`src/rtl/pipeline_hazard_ctrl_if.sv`:
```
// Hazard-control bundle between the pipeline datapath (master) and the
// stall/flush sequencer (slave).
interface pipeline_hazard_ctrl_if #(
  parameter int unsigned REG_W = 3
);
  logic [REG_W-1:0] ID_Rs1;
  logic [REG_W-1:0] ID_Rs2;
  logic             ID_UsesRs1;
  logic             ID_UsesRs2;
  logic [REG_W-1:0] EX_Rd;
  logic             EX_MemRead;
  logic             EX_RegWrite;
  logic             EX_BranchTaken;
  logic             MEM_Access;
  logic             WB_Halt;
  logic             PCWrite;
  logic             IF_ID_RegWrite;
  logic             ID_EX_RegWrite;
  logic             EX_MEM_RegWrite;
  logic             IF_ID_Flush;
  logic             ID_EX_Flush;
  logic             MEM_WB_Flush;
  logic             Stalled;
  logic             Halted;

  modport master (
    output ID_Rs1, ID_Rs2, ID_UsesRs1, ID_UsesRs2, EX_Rd, EX_MemRead, EX_RegWrite,
           EX_BranchTaken, MEM_Access, WB_Halt,
    input  PCWrite, IF_ID_RegWrite, ID_EX_RegWrite, EX_MEM_RegWrite, IF_ID_Flush,
           ID_EX_Flush, MEM_WB_Flush, Stalled, Halted
  );

  modport slave (
    input  ID_Rs1, ID_Rs2, ID_UsesRs1, ID_UsesRs2, EX_Rd, EX_MemRead, EX_RegWrite,
           EX_BranchTaken, MEM_Access, WB_Halt,
    output PCWrite, IF_ID_RegWrite, ID_EX_RegWrite, EX_MEM_RegWrite, IF_ID_Flush,
           ID_EX_Flush, MEM_WB_Flush, Stalled, Halted
  );
endinterface

```
`src/rtl/pipeline_hazard_ctrl.sv`:
```
// Stall/flush sequencer for the five-stage pipeline: load-use bubbles, taken-branch
// squash, multi-cycle memory freeze and HALT.
module pipeline_hazard_ctrl #(
  parameter int unsigned MEM_LAT = 3,
  parameter int unsigned REG_W   = 3
) (
  input logic                   CLK,
  input logic                   Reset,
  pipeline_hazard_ctrl_if.slave bus
);

  typedef enum logic [1:0] {StRun, StMemWait, StHalted} state_e;

  localparam logic [3:0] CntLoad = (MEM_LAT > 1) ? 4'(MEM_LAT - 2) : 4'd0;

  state_e     state_q, state_d;
  logic [3:0] cnt_q, cnt_d;

  logic pc_write, if_id_we, id_ex_we, ex_mem_we;
  logic if_id_flush, id_ex_flush, mem_wb_flush, stalled, halted;
  logic waiting, releasing, mem_start, halt_now, load_use;

  always_comb begin
    waiting   = (state_q == StMemWait) && (cnt_q != 4'd0);
    releasing = (state_q == StMemWait) && (cnt_q == 4'd0);
    // The completing access is still in MEM during release; don't restart it.
    mem_start = (state_q == StRun) && bus.MEM_Access && (MEM_LAT > 1);
    halt_now  = bus.WB_Halt && ((state_q == StRun) || releasing);
    load_use  = bus.EX_MemRead && bus.EX_RegWrite && (bus.EX_Rd != '0) &&
                ((bus.ID_UsesRs1 && (bus.ID_Rs1 == bus.EX_Rd)) ||
                 (bus.ID_UsesRs2 && (bus.ID_Rs2 == bus.EX_Rd)));
  end

  always_comb begin
    state_d      = state_q;
    cnt_d        = cnt_q;
    pc_write     = 1'b0;
    if_id_we     = 1'b0;
    id_ex_we     = 1'b0;
    ex_mem_we    = 1'b0;
    if_id_flush  = 1'b0;
    id_ex_flush  = 1'b0;
    mem_wb_flush = 1'b0;
    stalled      = 1'b0;
    halted       = 1'b0;
    if (Reset) begin
      if_id_flush  = 1'b1;
      id_ex_flush  = 1'b1;
      mem_wb_flush = 1'b1;
      state_d      = StRun;
      cnt_d        = 4'd0;
    end else if (state_q == StHalted) begin
      halted  = 1'b1;
      stalled = 1'b1;
    end else if (waiting || mem_start || halt_now) begin
      mem_wb_flush = 1'b1;
      stalled      = 1'b1;
      if (halt_now) begin
        state_d = StHalted;
      end else if (waiting) begin
        cnt_d = cnt_q - 4'd1;
      end else begin
        state_d = StMemWait;
        cnt_d   = CntLoad;
      end
    end else begin
      pc_write  = 1'b1;
      if_id_we  = 1'b1;
      id_ex_we  = 1'b1;
      ex_mem_we = 1'b1;
      state_d   = StRun;
      cnt_d     = 4'd0;
      if (bus.EX_BranchTaken) begin
        // Squashing the ID instruction also removes any load-use on it.
        if_id_flush = 1'b1;
        id_ex_flush = 1'b1;
      end else if (load_use) begin
        pc_write    = 1'b0;
        if_id_we    = 1'b0;
        id_ex_flush = 1'b1;
        stalled     = 1'b1;
      end
    end
  end

  always_ff @(posedge CLK) begin
    if (Reset) begin
      state_q <= StRun;
      cnt_q   <= 4'd0;
    end else begin
      state_q <= state_d;
      cnt_q   <= cnt_d;
    end
  end

  assign bus.PCWrite         = pc_write;
  assign bus.IF_ID_RegWrite  = if_id_we;
  assign bus.ID_EX_RegWrite  = id_ex_we;
  assign bus.EX_MEM_RegWrite = ex_mem_we;
  assign bus.IF_ID_Flush     = if_id_flush;
  assign bus.ID_EX_Flush     = id_ex_flush;
  assign bus.MEM_WB_Flush    = mem_wb_flush;
  assign bus.Stalled         = stalled;
  assign bus.Halted          = halted;

endmodule

```
`src/flat_wrapper.sv`:
```
// flat-port wrapper written by rule: the top's interface ports become plain ports
module pipeline_hazard_ctrl_flat 
#(
  parameter int unsigned MEM_LAT = 3,
  parameter int unsigned REG_W   = 3
)
  (CLK, Reset, bus_ID_Rs1, bus_ID_Rs2, bus_ID_UsesRs1, bus_ID_UsesRs2, bus_EX_Rd, bus_EX_MemRead, bus_EX_RegWrite, bus_EX_BranchTaken, bus_MEM_Access, bus_WB_Halt, bus_PCWrite, bus_IF_ID_RegWrite, bus_ID_EX_RegWrite, bus_EX_MEM_RegWrite, bus_IF_ID_Flush, bus_ID_EX_Flush, bus_MEM_WB_Flush, bus_Stalled, bus_Halted);
  pipeline_hazard_ctrl_if #(.REG_W(REG_W)) bus_i ();
  input logic CLK;
  input logic Reset;
  input wire logic [$bits(bus_i.ID_Rs1)-1:0] bus_ID_Rs1;
  input wire logic [$bits(bus_i.ID_Rs2)-1:0] bus_ID_Rs2;
  input wire logic [$bits(bus_i.ID_UsesRs1)-1:0] bus_ID_UsesRs1;
  input wire logic [$bits(bus_i.ID_UsesRs2)-1:0] bus_ID_UsesRs2;
  input wire logic [$bits(bus_i.EX_Rd)-1:0] bus_EX_Rd;
  input wire logic [$bits(bus_i.EX_MemRead)-1:0] bus_EX_MemRead;
  input wire logic [$bits(bus_i.EX_RegWrite)-1:0] bus_EX_RegWrite;
  input wire logic [$bits(bus_i.EX_BranchTaken)-1:0] bus_EX_BranchTaken;
  input wire logic [$bits(bus_i.MEM_Access)-1:0] bus_MEM_Access;
  input wire logic [$bits(bus_i.WB_Halt)-1:0] bus_WB_Halt;
  output wire logic [$bits(bus_i.PCWrite)-1:0] bus_PCWrite;
  output wire logic [$bits(bus_i.IF_ID_RegWrite)-1:0] bus_IF_ID_RegWrite;
  output wire logic [$bits(bus_i.ID_EX_RegWrite)-1:0] bus_ID_EX_RegWrite;
  output wire logic [$bits(bus_i.EX_MEM_RegWrite)-1:0] bus_EX_MEM_RegWrite;
  output wire logic [$bits(bus_i.IF_ID_Flush)-1:0] bus_IF_ID_Flush;
  output wire logic [$bits(bus_i.ID_EX_Flush)-1:0] bus_ID_EX_Flush;
  output wire logic [$bits(bus_i.MEM_WB_Flush)-1:0] bus_MEM_WB_Flush;
  output wire logic [$bits(bus_i.Stalled)-1:0] bus_Stalled;
  output wire logic [$bits(bus_i.Halted)-1:0] bus_Halted;
  assign bus_i.ID_Rs1 = bus_ID_Rs1;
  assign bus_i.ID_Rs2 = bus_ID_Rs2;
  assign bus_i.ID_UsesRs1 = bus_ID_UsesRs1;
  assign bus_i.ID_UsesRs2 = bus_ID_UsesRs2;
  assign bus_i.EX_Rd = bus_EX_Rd;
  assign bus_i.EX_MemRead = bus_EX_MemRead;
  assign bus_i.EX_RegWrite = bus_EX_RegWrite;
  assign bus_i.EX_BranchTaken = bus_EX_BranchTaken;
  assign bus_i.MEM_Access = bus_MEM_Access;
  assign bus_i.WB_Halt = bus_WB_Halt;
  assign bus_PCWrite = bus_i.PCWrite;
  assign bus_IF_ID_RegWrite = bus_i.IF_ID_RegWrite;
  assign bus_ID_EX_RegWrite = bus_i.ID_EX_RegWrite;
  assign bus_EX_MEM_RegWrite = bus_i.EX_MEM_RegWrite;
  assign bus_IF_ID_Flush = bus_i.IF_ID_Flush;
  assign bus_ID_EX_Flush = bus_i.ID_EX_Flush;
  assign bus_MEM_WB_Flush = bus_i.MEM_WB_Flush;
  assign bus_Stalled = bus_i.Stalled;
  assign bus_Halted = bus_i.Halted;
  pipeline_hazard_ctrl #(.MEM_LAT(MEM_LAT), .REG_W(REG_W)) u_core (.CLK(CLK), .Reset(Reset), .bus(bus_i));
endmodule
```
`config.mk`:
```
export PLATFORM = sky130hd
export DESIGN_NAME = pipeline_hazard_ctrl_flat
export DESIGN_NICKNAME = d
export VERILOG_FILES = /design/src/rtl/pipeline_hazard_ctrl_if.sv /design/src/rtl/pipeline_hazard_ctrl.sv /design/src/flat_wrapper.sv
export SDC_FILE = /design/constraint.sdc
export NUM_CORES = 1
export LEC_CHECK = 0
export BUFFER_PORTS_ARGS = -buffer_cell sky130_fd_sc_hd__buf_2
export CAP_MARGIN = 15
export CORE_AREA = 4 4 41 43
export CTS_BUF_LIST = sky130_fd_sc_hd__clkbuf_8
export DETAILED_ROUTE_END_ITERATION = 8
export DIE_AREA = 0 0 45 47
export PLACE_DENSITY = 0.72
export REMOVE_ABC_BUFFERS = 1
export SLEW_MARGIN = 20
export SYNTH_ARGS = -nofsm -noshare
export SYNTH_HDL_FRONTEND = slang
export SYNTH_SLANG_ARGS = --single-unit
```
`constraint.sdc`:
```
create_clock -name CLK -period 2.46 [get_ports CLK]
set_input_delay 0.369 -clock CLK [delete_from_list [all_inputs] [get_ports CLK]]
set_output_delay 0.369 -clock CLK [all_outputs]
set_load 0.05 [all_outputs]
```
==> parameters.txt, run 1 <==
Parameter                              Value

Floorplan
  Floorplan die area ... approximately 0.0021 mm2
  DIE HEIGHT ... 47 um
  Number of top-level pins ... 27
  Standard-cell rows ... 13
  Starting density of the core ... 41.4%
  Core Footprint ... 0.00130 mm2
  Width of the chip ... about 45 um

Yosys
  Syn Std Cell Area ... 539 um2
  Most area-consuming cells after synthesis ... dfxtp_1 22%, xnor2_1 9.7%, buf_4 4.2%
  Fraction of synthesized cell area taken by the top area cell type ... 22.3%
  Average cell area after synthesis ... 7.82 um2
  Synth async-reset ratio ... 0%
  Cell accounting for the most synthesized area ... dfxtp_1
  Post-Syn Instances ... 69
  Post-synthesis sequential area ratio ... 22.3%
  Synth Flop Type ... dfxtp_1
  Flip-flop and latch count after synthesis ... 6
  Number of flops mapped to enable cells by yosys ... 0
  Number of warnings reported in the yosys synthesis log ... 0
  Post-synthesis cell type count ... 33

Clocking
  H-tree Lvls ... 1
  Hold bufs inserted after CTS ... 0
  Clock Sinks ... 6
  Postcts setup bufs ... 0
  Clock tree buffer depth ... 2
  Cell at the root of the clock tree ... clkbuf_8
  Register clock-pin slew on the reported worst setup and hold paths ... 0.04 ns
  Worst-Skew Late Latency ... 0.22 ns
  Clock tree from TritonCTS ... built
  Number of instances resized during post-cts repair ... 0
  Clock buffer count from CTS ... 3

Min path
  Class of the tightest hold or removal check ... reg2reg

Pwr
  Part of the power in registers ... ~28%
  Internal power contribution ... 263 uW
  Share of power burned in the clock network ... 35.4%
  Static power due to leakage ... 0.321 nW
  Switching power as a share of total power ... 34.8%
  Ratio of total power to cell area ... 573 mW/mm2
  Net switching power ... 140 uW
  Combinational power share ... 36.6%
  Maximum ir drop on the vdd rail ... roughly 0.24 mV

Worst setup path
  Worst-case register-to-register setup slack ... 0.96 ns
  CP arrival ... approximately 1.9 ns
  CP bufs+invs ... 2
  Worst r2r src ... u_core.cnt_q[0]$_SDFFE_PP0P_
  Kind of end point of the critical path ... output port
  Instance count on the critical path ... 7
  CP required ... 2.09 ns
  Cell-by-cell listing of the critical path ... inv_1 -> ha_1 -> nor3b_1 -> o211ai_1 -> nor2_1 -> a21boi_1 -> buf_2
  Type of element launching the critical path ... flip-flop
  Worst path top cell family by delay ... simple AND/OR/NAND/NOR gates
  Critical path fanouts, max ... 3
  Beginning of the critical path ... u_core.cnt_q[0]$_SDFFE_PP0P_
  Worst Reg-to-Reg Cells ... 6
  Slowest CP cell ... dfxtp_1
  Worst Setup Path Type ... reg2out
  Delay contributed by the slowest stage of the critical path ... about 0.30 ns
  Endpoint of the worst setup timing path ... bus_PCWrite
  Reg-to-Reg End ... u_core.cnt_q[0]$_SDFFE_PP0P_

Routing
  Via count normalized by instance count ... 5.14
  Wire length after detailed routing ... 1320 um
  Detailed-router iteration count before antenna repair ... 4
  Number of vias in the routed layout ... 560
  Antenna violation net count after detailed routing ... 0
  Number of DRC violations after detailed-routing iteration 0 ... 4
  Number of DRC violations after detailed routing ... 0
  Wire length per cell ... 12.1 um

Cells and area
  Highest-count cells in the layout ignoring fill and taps ... 26 x buf_2, 6 x xnor2_1, 6 x dfxtp_1
  Final Instance Area ... 703 um2
  Fraction of final layout cells with drive strength greater than 1 ... 37.2%
  Most common cell after layout, fill and taps aside ... buf_2
  Layout Area Growth over Synthesis ... 30.4%
  Number of nets in the layout ... 115
  Diode count ... 0

Timing
  Sum Neg Setup Slack ... 0 ns
  Final hold viol count ... 0
  Pin slew with the least headroom to its limit ... 0.446 ns
  Min Clock Period, post-route ... 2.25 ns
  Largest clock skew in the final design ... 0.00291 ns
  Post-route clock period utilization ... 91.6%
  Unrepaired setup endpoints after global routing ... false
  Relative slew margins ... 69.8%
  Number of setup violations in the final report ... 0
  Max Slew Vio Count ... 0
  Worst-case setup margin in the final layout ... just over 0.2 ns
  Fmax achieved ... 444 MHz

Place
  Dpl ws ... about 0.47 ns
  Standard cell area after detailed placement ... 662 um2
  Number of buffers added on ports ... 26
  RD Place Congestion ... 0.748
  Post-detailed-placement half-perimeter wirelength ... ~1100 um

GRT
  Initial antenna violation count ... 0
  GR Overflow Total ... 0
  Wire length of the first global-routing pass ... between 2000 and 2500 um
  Number of global-route vias before repair ... around 560
  Total global routing track utilization ... 13.9%
  Largest net degree at the start of global routing ... 14

Status
  Result of the run ... complete, no violations

Job
  Maximum Capacitance Violations ... 0
## worst min-delay path by stage
stage                                 startpoint  cells past startpoint  slack [ns]                           end
floorplan                                  Reset                      1        0.44  u_core.cnt_q[2]$_SDFFE_PP0P_
global placement    u_core.cnt_q[1]$_SDFFE_PP0P_                      2        0.48  u_core.cnt_q[1]$_SDFFE_PP0P_
detailed placement  u_core.cnt_q[1]$_SDFFE_PP0P_                      2        0.49  u_core.cnt_q[1]$_SDFFE_PP0P_
CTS                 u_core.cnt_q[1]$_SDFFE_PP0P_                      2        0.49  u_core.cnt_q[1]$_SDFFE_PP0P_
global route        u_core.cnt_q[1]$_SDFFE_PP0P_                      2        0.50  u_core.cnt_q[1]$_SDFFE_PP0P_
finish              u_core.cnt_q[1]$_SDFFE_PP0P_                      2        0.48  u_core.cnt_q[1]$_SDFFE_PP0P_
## per-stage QoR
| step | hold WS [ns] | power, mW | std cells | util, % |
|---|---|---|---|---|
| CTS | 0.487 | 0.407 | 109 | 54.0 |
| global route | 0.501 | 0.430 | 109 | 54.0 |
| global placement | 0.478 | 0.259 | 106 | 50.9 |
| finish | 0.483 | 0.403 | 109 | 54.0 |
| detailed placement | 0.487 | 0.262 | 106 | 50.9 |
| floorplan | 0.435 | 0.218 | 65 | - |
## registers in the layout, summed over array words and instances, names as in the netlist
| register | cells |
|---|---|
| u_core.cnt_q | 4 |
| u_core.state_q | 2 |
## tightest hold or removal path: cells and delay by family, from the launching register on
kind	cells	cell delay, ns
and+or+nand+nor	1	0.06
AOI/OAI and AO/OA	1	0.05
DFF	1	0.31
## cell families (layout without fill, tap and decap cells)
| family | Yosys count | in the layout | synth area share (%) |
|---|---|---|---|
| DFF | 6 | 6 | 22.3 |
| xor gates and xnor gates | 7 | 7 | 11.4 |
| buffers and inverters | 9 | 34 | 8.35 |
| adders and majority gates | 1 | 1 | 2.32 |
| and+or+nand+nor | 27 | 27 | 27.8 |
| AOI/OAI and AO/OA | 19 | 19 | 27.8 |
## synthesized netlist by cell type (all sizes together) (2+ instances only)
cell    n
a21oi   4
nand4   2
xnor2   6
nor2    5
dfxtp   6
a21o    2
nor3    2
inv     5
nand2   5
nand3   4
buf     4
a211o   2
a211oi  2
nand2b  4
## layout make-up
cell class	count	area (um2)
Multi-Input combinational cell	54	374
Timing Repair Buffer	26	130
Inverter	5	18.8
Sequential cell	6	120
Clock buffer	3	41.3
Fill cell	135	598
Tap cell	15	18.8
## per-layer routing
layer	share of wire, %	GRT usage [%]	vias up
met2	51	24.3	12
met4	0	3.51	0
li1	-	-	293
met3	5.2	4.60	0
met1	43	16.4	255
met5	0	0	-
## power groups by stage
| stage | registers, mW | clock network (mW) | logic [mW] |
|---|---|---|---|
| after floorplan | 0.111 | 0 | 0.107 |
| after global placement | 0.114 | 0 | 0.146 |
| after detailed placement | 0.114 | 0 | 0.148 |
| after CTS | 0.112 | 0.146 | 0.149 |
| after global routing | 0.114 | 0.155 | 0.161 |
| final | 0.113 | 0.143 | 0.147 |
(Power assumes the default switching activity.)
==> inputs of run 2 (changes only) <==
--- a/config.mk
+++ b/config.mk
@@ -7,12 +7,13 @@
 export LEC_CHECK = 0
 export BUFFER_PORTS_ARGS = -buffer_cell sky130_fd_sc_hd__buf_2
 export CAP_MARGIN = 15
-export CORE_AREA = 4 4 41 43
+export CORE_MARGIN = 4
+export CORE_UTILIZATION = 27
 export CTS_BUF_LIST = sky130_fd_sc_hd__clkbuf_8
 export DETAILED_ROUTE_END_ITERATION = 8
-export DIE_AREA = 0 0 45 47
-export PLACE_DENSITY = 0.72
+export PLACE_DENSITY = 0.52
 export REMOVE_ABC_BUFFERS = 1
+export SKIP_LAST_GASP = 1
 export SLEW_MARGIN = 20
 export SYNTH_ARGS = -nofsm -noshare
 export SYNTH_HDL_FRONTEND = slang
==> constraint.sdc (replaced) <==
create_clock -name CLK -period 2.7 [get_ports CLK]
set_input_delay 0.405 -clock CLK [delete_from_list [all_inputs] [get_ports CLK]]
set_output_delay 0.405 -clock CLK [all_outputs]
set_load 0.05 [all_outputs]
==> run 2 against run 1 <==
Effect of this change:
- clock power is 7% lower
- flip-flop and latch count stayed put
- utilization is 14 points lower
- critical path type unchanged
- critical endpoint unchanged
==> parameters.txt, run 2 (synthesis results as in run 1) <==
Parameter                              Value

Timing
  Max Slew Vio Count ... 0
  Pin slew with the least headroom to its limit ... 0.433 ns
  Final hold viol count ... 0
  Post-route clock period utilization ... approximately 84%
  Number of setup violations in the final report ... 0
  Relative slew margins ... 70.6%
  Fmax achieved ... 441 MHz
  Sum Neg Setup Slack ... 0 ns
  Unrepaired setup endpoints after global routing ... false
  Worst-case setup margin in the final layout ... 0.430 ns
  Largest clock skew in the final design ... 0.00668 ns
  Min Clock Period, post-route ... 2.27 ns

Cells and area
  Number of non-filler instances in the completed layout ... 119
  Post-Route Utilization ... between 30% and 40%
  Highest-count cells in the layout ignoring fill and taps ... 26 x buf_2, 6 x xnor2_1, 6 x dfxtp_1
  Diode count ... 0
  Layout filler cell count ... 198
  Sequential cell area ... ~120 um2
  Most common cell after layout, fill and taps aside ... buf_2
  Largest register FFs ... 4
  Area occupied by multi-input gates ... 374 um2
  Number of nets in the layout ... 115
  Largest registers ... u_core.cnt_q: 4 flops, u_core.state_q: 2 flops
  Top register by number of flip-flops ... u_core.cnt_q
  Fraction of final layout cells with drive strength greater than 1 ... between 30% and 40%
  Layout Area Growth over Synthesis ... 32.7%

Pwr
  Maximum ir drop on the vdd rail ... 0.152 mV
  Ratio of total power to cell area ... 516 mW/mm2
  Total Power ... approximately 370 uW
  Static power due to leakage ... 0.321 nW

GRT
  Initial antenna violation count ... 0
  Largest net degree at the start of global routing ... 14
  Number of global-route vias before repair ... 575
  GR Overflow Total ... 0
  Total global routing track utilization ... between 10% and 20%
  Wire length of the first global-routing pass ... between 2000 and 2500 um

Worst setup path
  Worst-case register-to-register setup slack ... 1.22 ns
  CP arrival ... 1.87 ns
  Type of element launching the critical path ... flip-flop
  Critical path fanouts, max ... 3
  Worst Setup Path Type ... reg2out
  CP required ... 2.30 ns
  Kind of end point of the critical path ... output port

Floorplan
  Number of top-level pins ... 27
  Core Footprint ... 0.00180 mm2
  Floorplan die area ... ~0.0028 mm2
  DIE HEIGHT ... about 53 um
  Standard-cell rows ... 15
  Starting density of the core ... 29.9%
  Width of the chip ... 52.7 um

Routing
  Number of DRC violations after detailed-routing iteration 0 ... 6
  Via count normalized by instance count ... just under 5
  Antenna violation net count after detailed routing ... 0
  Detailed-router iteration count before antenna repair ... 4
  Number of DRC violations after detailed routing ... 0
  Wire length after detailed routing ... 1270 um
  Number of vias in the routed layout ... 577
  Wire length per cell ... 10.7 um

Status
  Result of the run ... complete, no violations

Job
  Maximum Capacitance Violations ... 0

Clocking
  Clock Sinks ... 6
  Number of instances resized during post-cts repair ... 0
  H-tree Lvls ... 1
  Postcts setup bufs ... 0
  Clock buffer count from CTS ... 3
  Hold bufs inserted after CTS ... 0
  Register clock-pin slew on the reported worst setup and hold paths ... 0.04 ns
  Cell at the root of the clock tree ... clkbuf_8
  Worst-Skew Late Latency ... 0.22 ns
  Clock tree from TritonCTS ... built
  Clock tree buffer depth ... 2

Place
  Post-Place Cells ... about 120
  Dpl ws ... 0.673 ns
  RD Place Congestion ... 0.739
  Post-detailed-placement half-perimeter wirelength ... ~1100 um
  Number of buffers added on ports ... 26

Min path
  Class of the tightest hold or removal check ... reg2reg
## run 2: cell counts in the layout (fill, tap and decap cells not counted)
No cell type changed its count.
## run 2: final timing paths
check / from / end / depth (start not counted)
min reg2reg: u_core.cnt_q[1]$_SDFFE_PP0P_ / u_core.cnt_q[1]$_SDFFE_PP0P_ / 2
min: u_core.cnt_q[1]$_SDFFE_PP0P_ / u_core.cnt_q[1]$_SDFFE_PP0P_ / 2
max: u_core.cnt_q[0]$_SDFFE_PP0P_ / bus_PCWrite / 7
max reg2reg: u_core.cnt_q[0]$_SDFFE_PP0P_ / u_core.cnt_q[1]$_SDFFE_PP0P_ / 6
## run 2: critical path, cell delays in order, from the launching register on
cell	delay [ns]
dfxtp_1	0.30
inv_1	0.10
ha_1	0.18
nor3b_1	0.27
o211ai_1	0.16
nor2_1	0.15
a21boi_1	0.19
buf_2	0.28
## run 2: stage by stage
| step | hold WS, ns | area [um2] |
|---|---|---|
| after floorplan | 0.455 | 513 |
| after global placement | 0.488 | 674 |
| after detailed placement | 0.487 | 674 |
| after CTS | 0.493 | 716 |
| after global routing | 0.514 | 716 |
| final | 0.492 | 716 |
## run 2: cell type report
type,count,area share [%]
multi-input cells,54,52.3
repair buffers,26,18.2
flip-flops and latches,6,16.8
well taps,25,4.37
inverters,5,2.62
clock buffers,3,5.77
## run 2: power breakdown
| part | internal (mW) | total [mW] | switching (mW) |
|---|---|---|---|
| Sequential | 0.0947 | 0.103 | 0.00780 |
| Clock | 0.0957 | 0.133 | 0.0375 |
| Combinational | 0.0491 | 0.133 | 0.0842 |
| Total | 0.240 | 0.369 | 0.130 |
## run 2: per-layer routing
metal  global-route usage [%]  vias to the layer above  wire length [um]
li1                         -                      294                 -
met1                     13.2                      264               547
met2                     18.4                       19               647
met3                     1.71                        0                75
met4                     3.83                        0                 0
met5                        0                        -                 0
==> inputs of run 3 (changes only) <==
--- a/config.mk
+++ b/config.mk
@@ -5,13 +5,14 @@
 export SDC_FILE = /design/constraint.sdc
 export NUM_CORES = 1
 export LEC_CHECK = 0
+export ABC_AREA = 1
 export BUFFER_PORTS_ARGS = -buffer_cell sky130_fd_sc_hd__buf_2
 export CAP_MARGIN = 15
 export CORE_MARGIN = 4
 export CORE_UTILIZATION = 27
 export CTS_BUF_LIST = sky130_fd_sc_hd__clkbuf_8
 export DETAILED_ROUTE_END_ITERATION = 8
-export PLACE_DENSITY = 0.52
+export PLACE_DENSITY = 0.51
 export REMOVE_ABC_BUFFERS = 1
 export SKIP_LAST_GASP = 1
 export SLEW_MARGIN = 20
==> constraint.sdc (replaced) <==
create_clock -name CLK -period 2.2 [get_ports CLK]
set_input_delay 0.33 -clock CLK [delete_from_list [all_inputs] [get_ports CLK]]
set_output_delay 0.33 -clock CLK [all_outputs]
set_load 0.05 [all_outputs]
==> run 3 against run 2 <==
Effect of this change:
- power increased by 53%
- flip-flop and latch count unchanged
- hold slack got worse by 0.061 ns
- routed wire length increased by 14%
- clock skew decreased by 0.0035 ns
- sequential share of layout area decreased by 1.8 points
- global-route usage decreased by 0.56 points
- via count increased by 15%
- critical path depth increased by 2
- critical endpoint is now bus_ID_EX_Flush
- largest power group unchanged
==> parameters.txt, run 3 <==
Parameter                              Value

Status
  Result of the run ... complete, no violations

Clocking
  H-tree Lvls ... 1
  Worst-Skew Late Latency ... 0.22 ns
  Clock Sinks ... 6
  Register clock-pin slew on the reported worst setup and hold paths ... 0.04 ns
  Hold bufs inserted after CTS ... 0
  Cell at the root of the clock tree ... clkbuf_8
  Clock tree buffer depth ... 2
  Clock buffer count from CTS ... 3
  Clock tree from TritonCTS ... built
  Number of instances resized during post-cts repair ... 0
  Postcts setup bufs ... 0

Timing
  Post-route clock period utilization ... 93.1%
  Min Clock Period, post-route ... 2.05 ns
  Number of setup violations in the final report ... 0
  Max Slew Vio Count ... 0
  Pin slew with the least headroom to its limit ... 0.273 ns
  Final hold viol count ... 0
  Unrepaired setup endpoints after global routing ... false
  Fmax achieved ... 488 MHz
  Worst hold slack after final layout ... 0.431 ns
  Largest clock skew in the final design ... between 0.003 and 0.004 ns
  Relative slew margins ... 81.7%

Floorplan
  Starting density of the core ... 29.7%
  Standard-cell rows ... 16
  DIE HEIGHT ... between 50 and 60 um
  Core Footprint ... 0.00206 mm2
  Floorplan die area ... 0.00310 mm2
  Width of the chip ... 55.7 um
  Number of top-level pins ... 27

GRT
  Wire length of the first global-routing pass ... 2530 um
  Largest net degree at the start of global routing ... 8
  Total global routing track utilization ... 10.1%
  Initial antenna violation count ... 0
  GR Overflow Total ... 0
  Number of global-route vias before repair ... 660

Yosys
  Flip-flop and latch count after synthesis ... 6
  Syn Std Cell Area ... 613 um2
  Post-synthesis cell type count ... 26
  Synth cell count leaders ... 28 x nand2_1, 9 x inv_1, 8 x inv_2, 8 x nand3_1, 8 x nor2_1
  Fraction of synthesized cell area taken by the top area cell type ... 19.6%
  Synth async-reset ratio ... 0%
  Post-Syn Instances ... 96
  Most area-consuming cells after synthesis ... dfxtp_1 20%, nand2_1 17%, nand3_1 6.5%
  Cell accounting for the most synthesized area ... dfxtp_1
  Post-synthesis sequential area ratio ... 19.6%
  Number of warnings reported in the yosys synthesis log ... 0
  Average cell area after synthesis ... 6.39 um2
  Number of flops mapped to enable cells by yosys ... 0
  Count leader, synth ... nand2_1
  Synth Flop Type ... dfxtp_1

Routing
  Antenna violation net count after detailed routing ... 0
  Number of DRC violations after detailed routing ... 0
  Wire length after detailed routing ... 1440 um
  Wire length per cell ... 9.63 um
  Detailed-router iteration count before antenna repair ... 4
  Number of DRC violations after detailed-routing iteration 0 ... 4
  Via count normalized by instance count ... 4.41
  Number of vias in the routed layout ... 661

Job
  Maximum Capacitance Violations ... 0

Worst setup path
  Delay contributed by the slowest stage of the critical path ... 0.31 ns
  Type of element launching the critical path ... flip-flop
  Worst Setup Path Type ... reg2out
  Slowest CP cell ... dfxtp_1
  CP required ... 1.87 ns
  CP arrival ... 1.72 ns
  Kind of end point of the critical path ... output port
  Cell-by-cell listing of the critical path ... inv_1 -> ha_1 -> nand3_4 -> nand2_2 -> nand2_4 -> nor2_4 -> nand3_1 -> nand3_1 -> buf_2
  Critical path fanouts, max ... 4
  Cell occurring most often along the worst timing path ... nand3_1

Cells and area
  Number of non-filler instances in the completed layout ... 150
  Fraction of final layout cells with drive strength greater than 1 ... 45.5%
  Post-Route Utilization ... 39.0%
  Highest-count cells in the layout ignoring fill and taps ... 28 x nand2_1, 26 x buf_2, 9 x inv_1
  Top register by number of flip-flops ... u_core.cnt_q
  Largest registers ... u_core.cnt_q: 4 flops, u_core.state_q: 2 flops
  Layout Area Growth over Synthesis ... 31.0%
  Diode count ... 0
  Number of nets in the layout ... about 140
  Most common cell after layout, fill and taps aside ... nand2_1
  Largest register FFs ... 4

Place
  Number of buffers added on ports ... 26
  Post-Place Cells ... 147
  RD Place Congestion ... 0.792
  Post-detailed-placement half-perimeter wirelength ... 1230 um

Pwr
  Maximum ir drop on the vdd rail ... 0.336 mV
  Ratio of total power to cell area ... 705 mW/mm2
  Static power due to leakage ... 0.434 nW

Min path
  Class of the tightest hold or removal check ... in2reg
## run 3: changes by cell type after synthesis, sizes merged, moves of 4 or more
cell    previous run  this run
inv                5        17
nand2              5        35
nand2b             4         0
nand3              4        10
nor2               5        11
xnor2              6         0
## run 3: per-layer routing
layer / GRT usage (%) / routed length, um / up-vias
li1: - / - / 354
met1: 12.5 / 702 / 281
met2: 16.0 / 621 / 22
met3: 1.86 / 80 / 4
met4: 6.25 / 39 / 0
met5: 0 / 0 / -
## run 3: final cells by class
class                      count  area [um2]
clock buffer                   3        41.3
fill                         226        1260
inverter                      19        76.3
multi-input combinational     69         402
sequential                     6         120
tap                           27        33.8
timing repair buffer          26         130
## run 3: power by group
group / switching (mW) / internal (mW)
clock: 0.0461 / 0.117
sequential: 0.0110 / 0.122
combinational: 0.185 / 0.0849
total: 0.242 / 0.324
## run 3: kinds of logic (layout without fill, tap and decap cells)
group / count (synthesis) / count (layout) / share of synthesized area (%)
AOI/OAI and AO/OA: 6 / 6 / 6.74
adders and majority gates: 1 / 1 / 2.04
buffers and inverters: 21 / 48 / 14.9
DFF: 6 / 6 / 19.6
and+or+nand+nor: 62 / 62 / 56.7
## run 3: worst max-delay path, delay by kind of cell (launching register included)
| family | cells | cell delay (ns) |
|---|---|---|
| adder cells (fa/ha/maj) | 1 | 0.24 |
| buffers and inverters | 2 | 0.35 |
| flip-flops | 1 | 0.31 |
| AND/OR/NAND/NOR | 6 | 0.59 |
## run 3: final timing paths
| check | end | slack [ns] | cells after the start | startpoint |
|---|---|---|---|---|
| worst max register to register | u_core.cnt_q[2]$_SDFFE_PP0P_ | 0.92 | 8 | u_core.cnt_q[0]$_SDFFE_PP0P_ |
| worst max-delay path | bus_ID_EX_Flush | 0.15 | 9 | u_core.cnt_q[0]$_SDFFE_PP0P_ |
| worst min register to register | u_core.cnt_q[1]$_SDFFE_PP0P_ | 0.47 | 2 | u_core.cnt_q[1]$_SDFFE_PP0P_ |
| worst min-delay path | u_core.state_q[0]$_SDFFE_PP0P_ | 0.43 | 2 | Reset |
## run 3: stage by stage
step                      setup WS [ns]  cell area (um2)  TNS, ns  power (mW)
final                             0.152              803        0       0.566
after global routing             0.0255              803        0       0.601
after CTS                         0.149              803        0       0.572
after detailed placement          0.394              762        0       0.405
after global placement            0.418              762        0       0.406
after floorplan                  -0.519              598    -1.04       0.344
